==> config.mk <==
export PLATFORM = sky130hd
export DESIGN_NAME = d_ram_writer
export DESIGN_NICKNAME = d
export VERILOG_FILES = /design/src/rtl/d_ram_writer_pkg.sv /design/src/rtl/d_ram_writer.sv
export SDC_FILE = /design/constraint.sdc
export NUM_CORES = 1
export LEC_CHECK = 0
export ABC_AREA = 1
export CAP_MARGIN = 40
export CORE_ASPECT_RATIO = 1.2
export CORE_MARGIN = 2
export CORE_UTILIZATION = 43
export CTS_CLUSTER_DIAMETER = 100
export DETAILED_ROUTE_END_ITERATION = 7
export DONT_BUFFER_PORTS = 1
export PLACE_DENSITY_LB_ADDON = 0.05
export SLEW_MARGIN = 10
export SYNTH_ARGS = -nofsm -noshare
export SYNTH_HDL_FRONTEND = slang
export SYNTH_SLANG_ARGS = --single-unit
==> constraint.sdc <==
create_clock -name CLK -period 1.8 [get_ports CLK]
set_input_delay 0.36 -clock CLK [delete_from_list [all_inputs] [get_ports CLK]]
set_output_delay 0.36 -clock CLK [all_outputs]
set_load 0.05 [all_outputs]
==> src/rtl/d_ram_writer_pkg.sv <==
// Shared neuron-RAM library package: layer RAM geometry, storage types,
// the writer FSM state encoding and the start-request legality check.
package d_ram_writer_pkg;

    // Layer RAM geometry shared by every block that touches the RAM.
    localparam int MAX_DEPTH   = 4;
    localparam int MAX_NEURONS = 8;
    localparam int ELEM_W      = 32;

    // One layer row and the full layer matrix as held by the RAM.
    typedef logic [MAX_NEURONS-1:0][ELEM_W-1:0] ARR;
    typedef ARR [MAX_DEPTH-1:0]                  VAL_MATRIX;

    // Writer FSM states.
    typedef enum logic [1:0] {
        ST_IDLE  = 2'd0,
        ST_WRITE = 2'd1,
        ST_FLUSH = 2'd2,
        ST_DONE  = 2'd3
    } wr_state_e;

    // A start request is legal when the layer exists and the neuron count
    // fits in one row; a zero-length layer is rejected.
    function automatic logic cfg_ok(input logic [31:0] layer,
                                    input logic [31:0] num,
                                    input int          depth,
                                    input int          maxn);
        return (layer < 32'(depth)) && (num != 32'd0) && (num <= 32'(maxn));
    endfunction

endpackage

==> src/rtl/d_ram_writer.sv <==
// Layer RAM writer: streams num_neurons values from a valid/ready producer
// into one layer row, one registered RAM write per accepted value, then
// pulses layer_done after a one-cycle flush.
module d_ram_writer
    import d_ram_writer_pkg::*;
#(
    parameter int DATA_W      = 32,
    parameter int MAX_DEPTH   = d_ram_writer_pkg::MAX_DEPTH,
    parameter int MAX_NEURONS = d_ram_writer_pkg::MAX_NEURONS
) (
    input  logic              CLK,
    input  logic              RST_N,
    input  logic              start,
    input  logic [31:0]       layer_sel,
    input  logic [31:0]       num_neurons,
    input  logic              in_valid,
    input  logic [DATA_W-1:0] in_data,
    output logic              in_ready,
    output logic              ram_rw,
    output logic [31:0]       ram_layer_index,
    output logic [31:0]       ram_neuron_index,
    output logic [DATA_W-1:0] ram_d_in,
    output logic              busy,
    output logic              layer_done,
    output logic              cfg_err
);

    wr_state_e         state_q, state_d;
    logic [31:0]       cnt_q,   cnt_d;
    logic [31:0]       layer_q, layer_d;
    logic [31:0]       num_q,   num_d;
    logic              rw_q,    rw_d;
    logic [31:0]       lidx_q,  lidx_d;
    logic [31:0]       nidx_q,  nidx_d;
    logic [DATA_W-1:0] din_q,   din_d;
    logic              err_q,   err_d;

    logic xfer;
    logic last;

    // Handshake decode; the last transfer is the one at count num-1.
    always_comb begin
        in_ready = (state_q == ST_WRITE);
        xfer     = in_valid && in_ready;
        last     = (cnt_q == num_q - 32'd1);
    end

    // Next-state logic: FSM, counter, and the registered RAM port image.
    always_comb begin
        state_d = state_q;
        cnt_d   = cnt_q;
        layer_d = layer_q;
        num_d   = num_q;
        rw_d    = 1'b0;
        lidx_d  = lidx_q;
        nidx_d  = nidx_q;
        din_d   = din_q;
        err_d   = 1'b0;
        case (state_q)
            ST_IDLE: begin
                if (start) begin
                    if (cfg_ok(layer_sel, num_neurons, MAX_DEPTH, MAX_NEURONS)) begin
                        state_d = ST_WRITE;
                        layer_d = layer_sel;
                        num_d   = num_neurons;
                        cnt_d   = 32'd0;
                    end else begin
                        err_d = 1'b1;
                    end
                end
            end
            ST_WRITE: begin
                if (xfer) begin
                    rw_d   = 1'b1;
                    lidx_d = layer_q;
                    nidx_d = cnt_q;
                    din_d  = in_data;
                    cnt_d  = cnt_q + 32'd1;
                    if (last) begin
                        state_d = ST_FLUSH;
                    end
                end
            end
            // FLUSH covers the cycle in which the final write is on the port.
            ST_FLUSH: state_d = ST_DONE;
            ST_DONE:  state_d = ST_IDLE;
            default:  state_d = ST_IDLE;
        endcase
    end

    // State registers with synchronous active-low reset taking priority.
    always_ff @(posedge CLK) begin
        if (!RST_N) begin
            state_q <= ST_IDLE;
            cnt_q   <= '0;
            layer_q <= '0;
            num_q   <= '0;
            rw_q    <= 1'b0;
            lidx_q  <= '0;
            nidx_q  <= '0;
            din_q   <= '0;
            err_q   <= 1'b0;
        end else begin
            state_q <= state_d;
            cnt_q   <= cnt_d;
            layer_q <= layer_d;
            num_q   <= num_d;
            rw_q    <= rw_d;
            lidx_q  <= lidx_d;
            nidx_q  <= nidx_d;
            din_q   <= din_d;
            err_q   <= err_d;
        end
    end

    // Outputs drive the layer RAM ports directly from registers.
    always_comb begin
        ram_rw           = rw_q;
        ram_layer_index  = lidx_q;
        ram_neuron_index = nidx_q;
        ram_d_in         = din_q;
        cfg_err          = err_q;
        busy             = (state_q != ST_IDLE);
        layer_done       = (state_q == ST_DONE);
    end

endmodule

==> qor.yml <==
global_routing:
  use_met2_pct: 39.6
  grt_pass1_vias: 8017
  use_met3_pct: 5.59
  grtUsageMet1_pct: 28.6
  grt_busiest_layer: "met2"
  antenna_found_initial: 3
  grt_max_degree: 164
  overflow: 0
  grt_usage_pct: 23.4
  grt_first_pass_wirelength_um: 41000
sta:
  tns_ns: -0.405
  final_hold_viol_count: 0
  finalCriticalPeriod_ns: 2.01
  slew_violations: 0
  maxClockFrequency_mhz: 498
  clock_skew_ns: 0.0123
  rsz0062_at_grt: "true"
  fin_crit_sh_pct: 111
  worst_pin_slew_ns: 0.569
  finalSetupViolations: 2
  slew_headroom_pct: 62.0
  setup_ws_ns: -0.207
worst_hold_path:
  min_path_type: "in2reg"
  whs_path_depth: 2
  holdPathEnd: "ram_d_in[30]$_SDFFE_PN0P_"
  min_from: "RST_N"
yosys:
  synth_mux_area_share_pct: 0
  synth-adder-area-share_pct: 0.823
  synth_top_family_by_area: "simple AND/OR/NAND/NOR gates"
  synth_compound_area_share_pct: 9.79
  synthCells: 1285
  synth_edf_count: 0
  synthXorXnorAreaFrac_pct: 5.72
  syn-num-nets: 1391
  yosys.area_share.simple_pct: 31.8
  synth.distinct_cells: 39
  syn_area_um2: 9130
  syn_area_per_cell_um2: 7.10
  ys_ff_latch: 196
  yosysSeqAreaShare_pct: 43.0
  synth_ff_type: "dfxtp_1"
  synth-async-reset-ratio_pct: 0
  yosysWarnings: 0
setup_path:
  r2r-start: "num_q[17]$_SDFFE_PN0P_"
  cp_top_family: "simple AND/OR/NAND/NOR gates"
  crit_top_cell: "nand2_1"
  arrival_ns: 2.33
  crit_path_end_kind: "flop"
  slowest_stage: "dfxtp_1"
  timing.rr.end: "state_q[1]$_SDFFE_PN0P_"
  crit_chain: "nor2_2, nand2_1, buf_4, nor2_2, nand2_1, nor2_1, nand2_1, nand2_1, inv_1, nor2_1, nand2_1, nor2_2, nand3_2, nand2_4, nand3_2, nand2_1, nor2_1"
  crit_buf_inv: 2
  crit_fanout: 4
  ff2ff_path_depth: 17
  cp_slowest_stage_delay_ns: 0.34
  crit_type: "reg2reg"
  reg2reg_slack_ns: -0.21
  critPathLaunchType: "flop"
  crit_required_ns: 2.13
detailed_routing:
  vias: 8490
  wl_per_cell_um: 15.6
  vias_per_cell: 5.04
  first_pass_iters: 5
  drc: 0
  drt_iter0_markers: 462
  wirelength_um: 26200
  ant_nets: 0
clock_network:
  numCtsBuffers: 17
  clk_pin_slew_worst_paths_ns: 0.08
  clock-sinks: 196
  ctsLongestPathBuffers: 2
  cts_root_buffer: "clkbuf_16"
  insertion_delay_ns: 0.44
  cts_tree: "done"
  h-tree-depth: 4
floorplanning:
  die-height_um: 164
  die_w_um: 137
  core_um2: 20900
  start_util_pct: 43.7
  die-area_um2: 22400
  io_pins: 201
  fp-row-count: 58
cells_and_area:
  layout_common_cells: "nor2_1 (237), nand2_1 (163), dfxtp_1 (161)"
  final_common_cell: "nor2_1"
  num-fill-cells: 2039
  multiInputGateArea_um2: 4810
  syn2layout_area_growth_pct: 26.8
  layout.nets: 1504
  drive_above_1_share_pct: 24.1
  seq_area_um2: 3980
outcome:
  status: "finished with violations"
  violations: "setup timing"
power:
  switching_share_pct: 24.3
  pwr-share-comb_pct: 0.9
  seqPwrFrac_pct: 52.3
  power.clock.fraction_pct: 46.8
  power_switching_mw: 2.01
  p_total_mw: 8.28
  p_int_mw: 6.27
  leakagePower_nw: 5.20
  vdd_ir_drop_max_v: 0.000828
  power_density_nw_per_um2: 716
place:
  place.gp.congestion: 0.891
  portBuffers: 0
  dp_hpwl_um: 18800
job:
  maxCapViolCount: 0
[state kept, by name, indices dropped and copies added (netlist names)]
register	flops
cfg_err	1
num_q	32
layer_q	32
ram_layer_index	32
ram_d_in	32
cnt_q	32
ram_rw	1
state_q	2
ram_neuron_index	32
[synthesized netlist by cell type, drive strengths merged, types with 3 or more instances]
| cell type | number | area (um2) |
|---|---|---|
| nand3 | 115 | 596 |
| a21oi | 61 | 317 |
| xor2 | 42 | 368 |
| nor3 | 23 | 125 |
| inv | 134 | 503 |
| nand3b | 6 | 45.0 |
| dfxtp | 196 | 3920 |
| nand2 | 183 | 719 |
| nor4 | 19 | 131 |
| ha | 6 | 75.1 |
| o21bai | 3 | 22.5 |
| buf | 20 | 138 |
| nand4 | 19 | 119 |
| clkbuf | 43 | 164 |
| xnor2 | 15 | 131 |
| o21ai | 108 | 541 |
| nor2 | 282 | 1130 |
[metal layers]
layer	share of wire, %	vias to the layer above
met5	0	-
met4	2.9	0
met3	5.4	42
met2	50	211
met1	42	3886
li1	-	4351
[per-stage QoR]
| step | hold slack (ns) | setup slack (ns) | area (um2) | std cells | util (%) |
|---|---|---|---|---|---|
| after floorplan | 0.430 | 0.0145 | 9160 | 1285 | - |
| after global placement | 0.438 | -0.254 | 10400 | 1635 | 49.7 |
| after detailed placement | 0.441 | -0.269 | 10400 | 1635 | 49.7 |
| after CTS | 0.0380 | -0.216 | 11200 | 1671 | 53.4 |
| after global routing | 0.0318 | -0.330 | 11600 | 1684 | 55.4 |
| final | 0.0636 | -0.207 | 11600 | 1684 | 55.4 |
[power groups by stage]
stage	sequential, mW	combinational, mW	clock, mW
3_3_place_gp	4.44	0.0760	0
5_1_grt	4.33	0.0875	4.15
3_5_place_dp	4.44	0.0750	0
4_1_cts	4.34	0.0753	3.98
2_1_floorplan	4.44	0.0995	0
6_report	4.33	0.0741	3.88
[logic make-up after synthesis]
logic type,Yosys count
flops,196
buf+inv,199
compound gates,174
xor+xnor,58
fa+ha+maj,6
simple gates,652
[final cells by class]
type | instances | area share (%)
timing repair buffer | 157 | 11.3
sequential | 196 | 34.4
tap | 270 | 2.92
clock buffer | 18 | 3.71
multi-input combinational | 890 | 41.6
clock inverter | 14 | 1.54
inverter | 136 | 4.48
antenna | 3 | 0.0649
[timing repair]
action | 4_1_cts | 5_1_grt
resized for setup | 35 | 102
buffers inserted | 4 | 10
pin swaps | 11 | 36
endpoints found under the setup margin | 13 | 21
hold buffers | 0 | 0
[worst max-delay path by stage]
stage	from	endpoint	slack, ns	depth (start not counted)
CTS	num_q[5]$_SDFFE_PN0P_	state_q[1]$_SDFFE_PN0P_	-0.22	17
finish	num_q[17]$_SDFFE_PN0P_	state_q[1]$_SDFFE_PN0P_	-0.21	17
global placement	num_q[1]$_SDFFE_PN0P_	state_q[0]$_SDFFE_PN0P_	-0.25	17
detailed placement	num_q[1]$_SDFFE_PN0P_	state_q[0]$_SDFFE_PN0P_	-0.27	17
global route	num_q[5]$_SDFFE_PN0P_	state_q[1]$_SDFFE_PN0P_	-0.33	17
floorplan	num_q[1]$_SDFFE_PN0P_	state_q[0]$_SDFFE_PN0P_	0.01	17
Note: power is estimated with default switching activity, not from simulation.
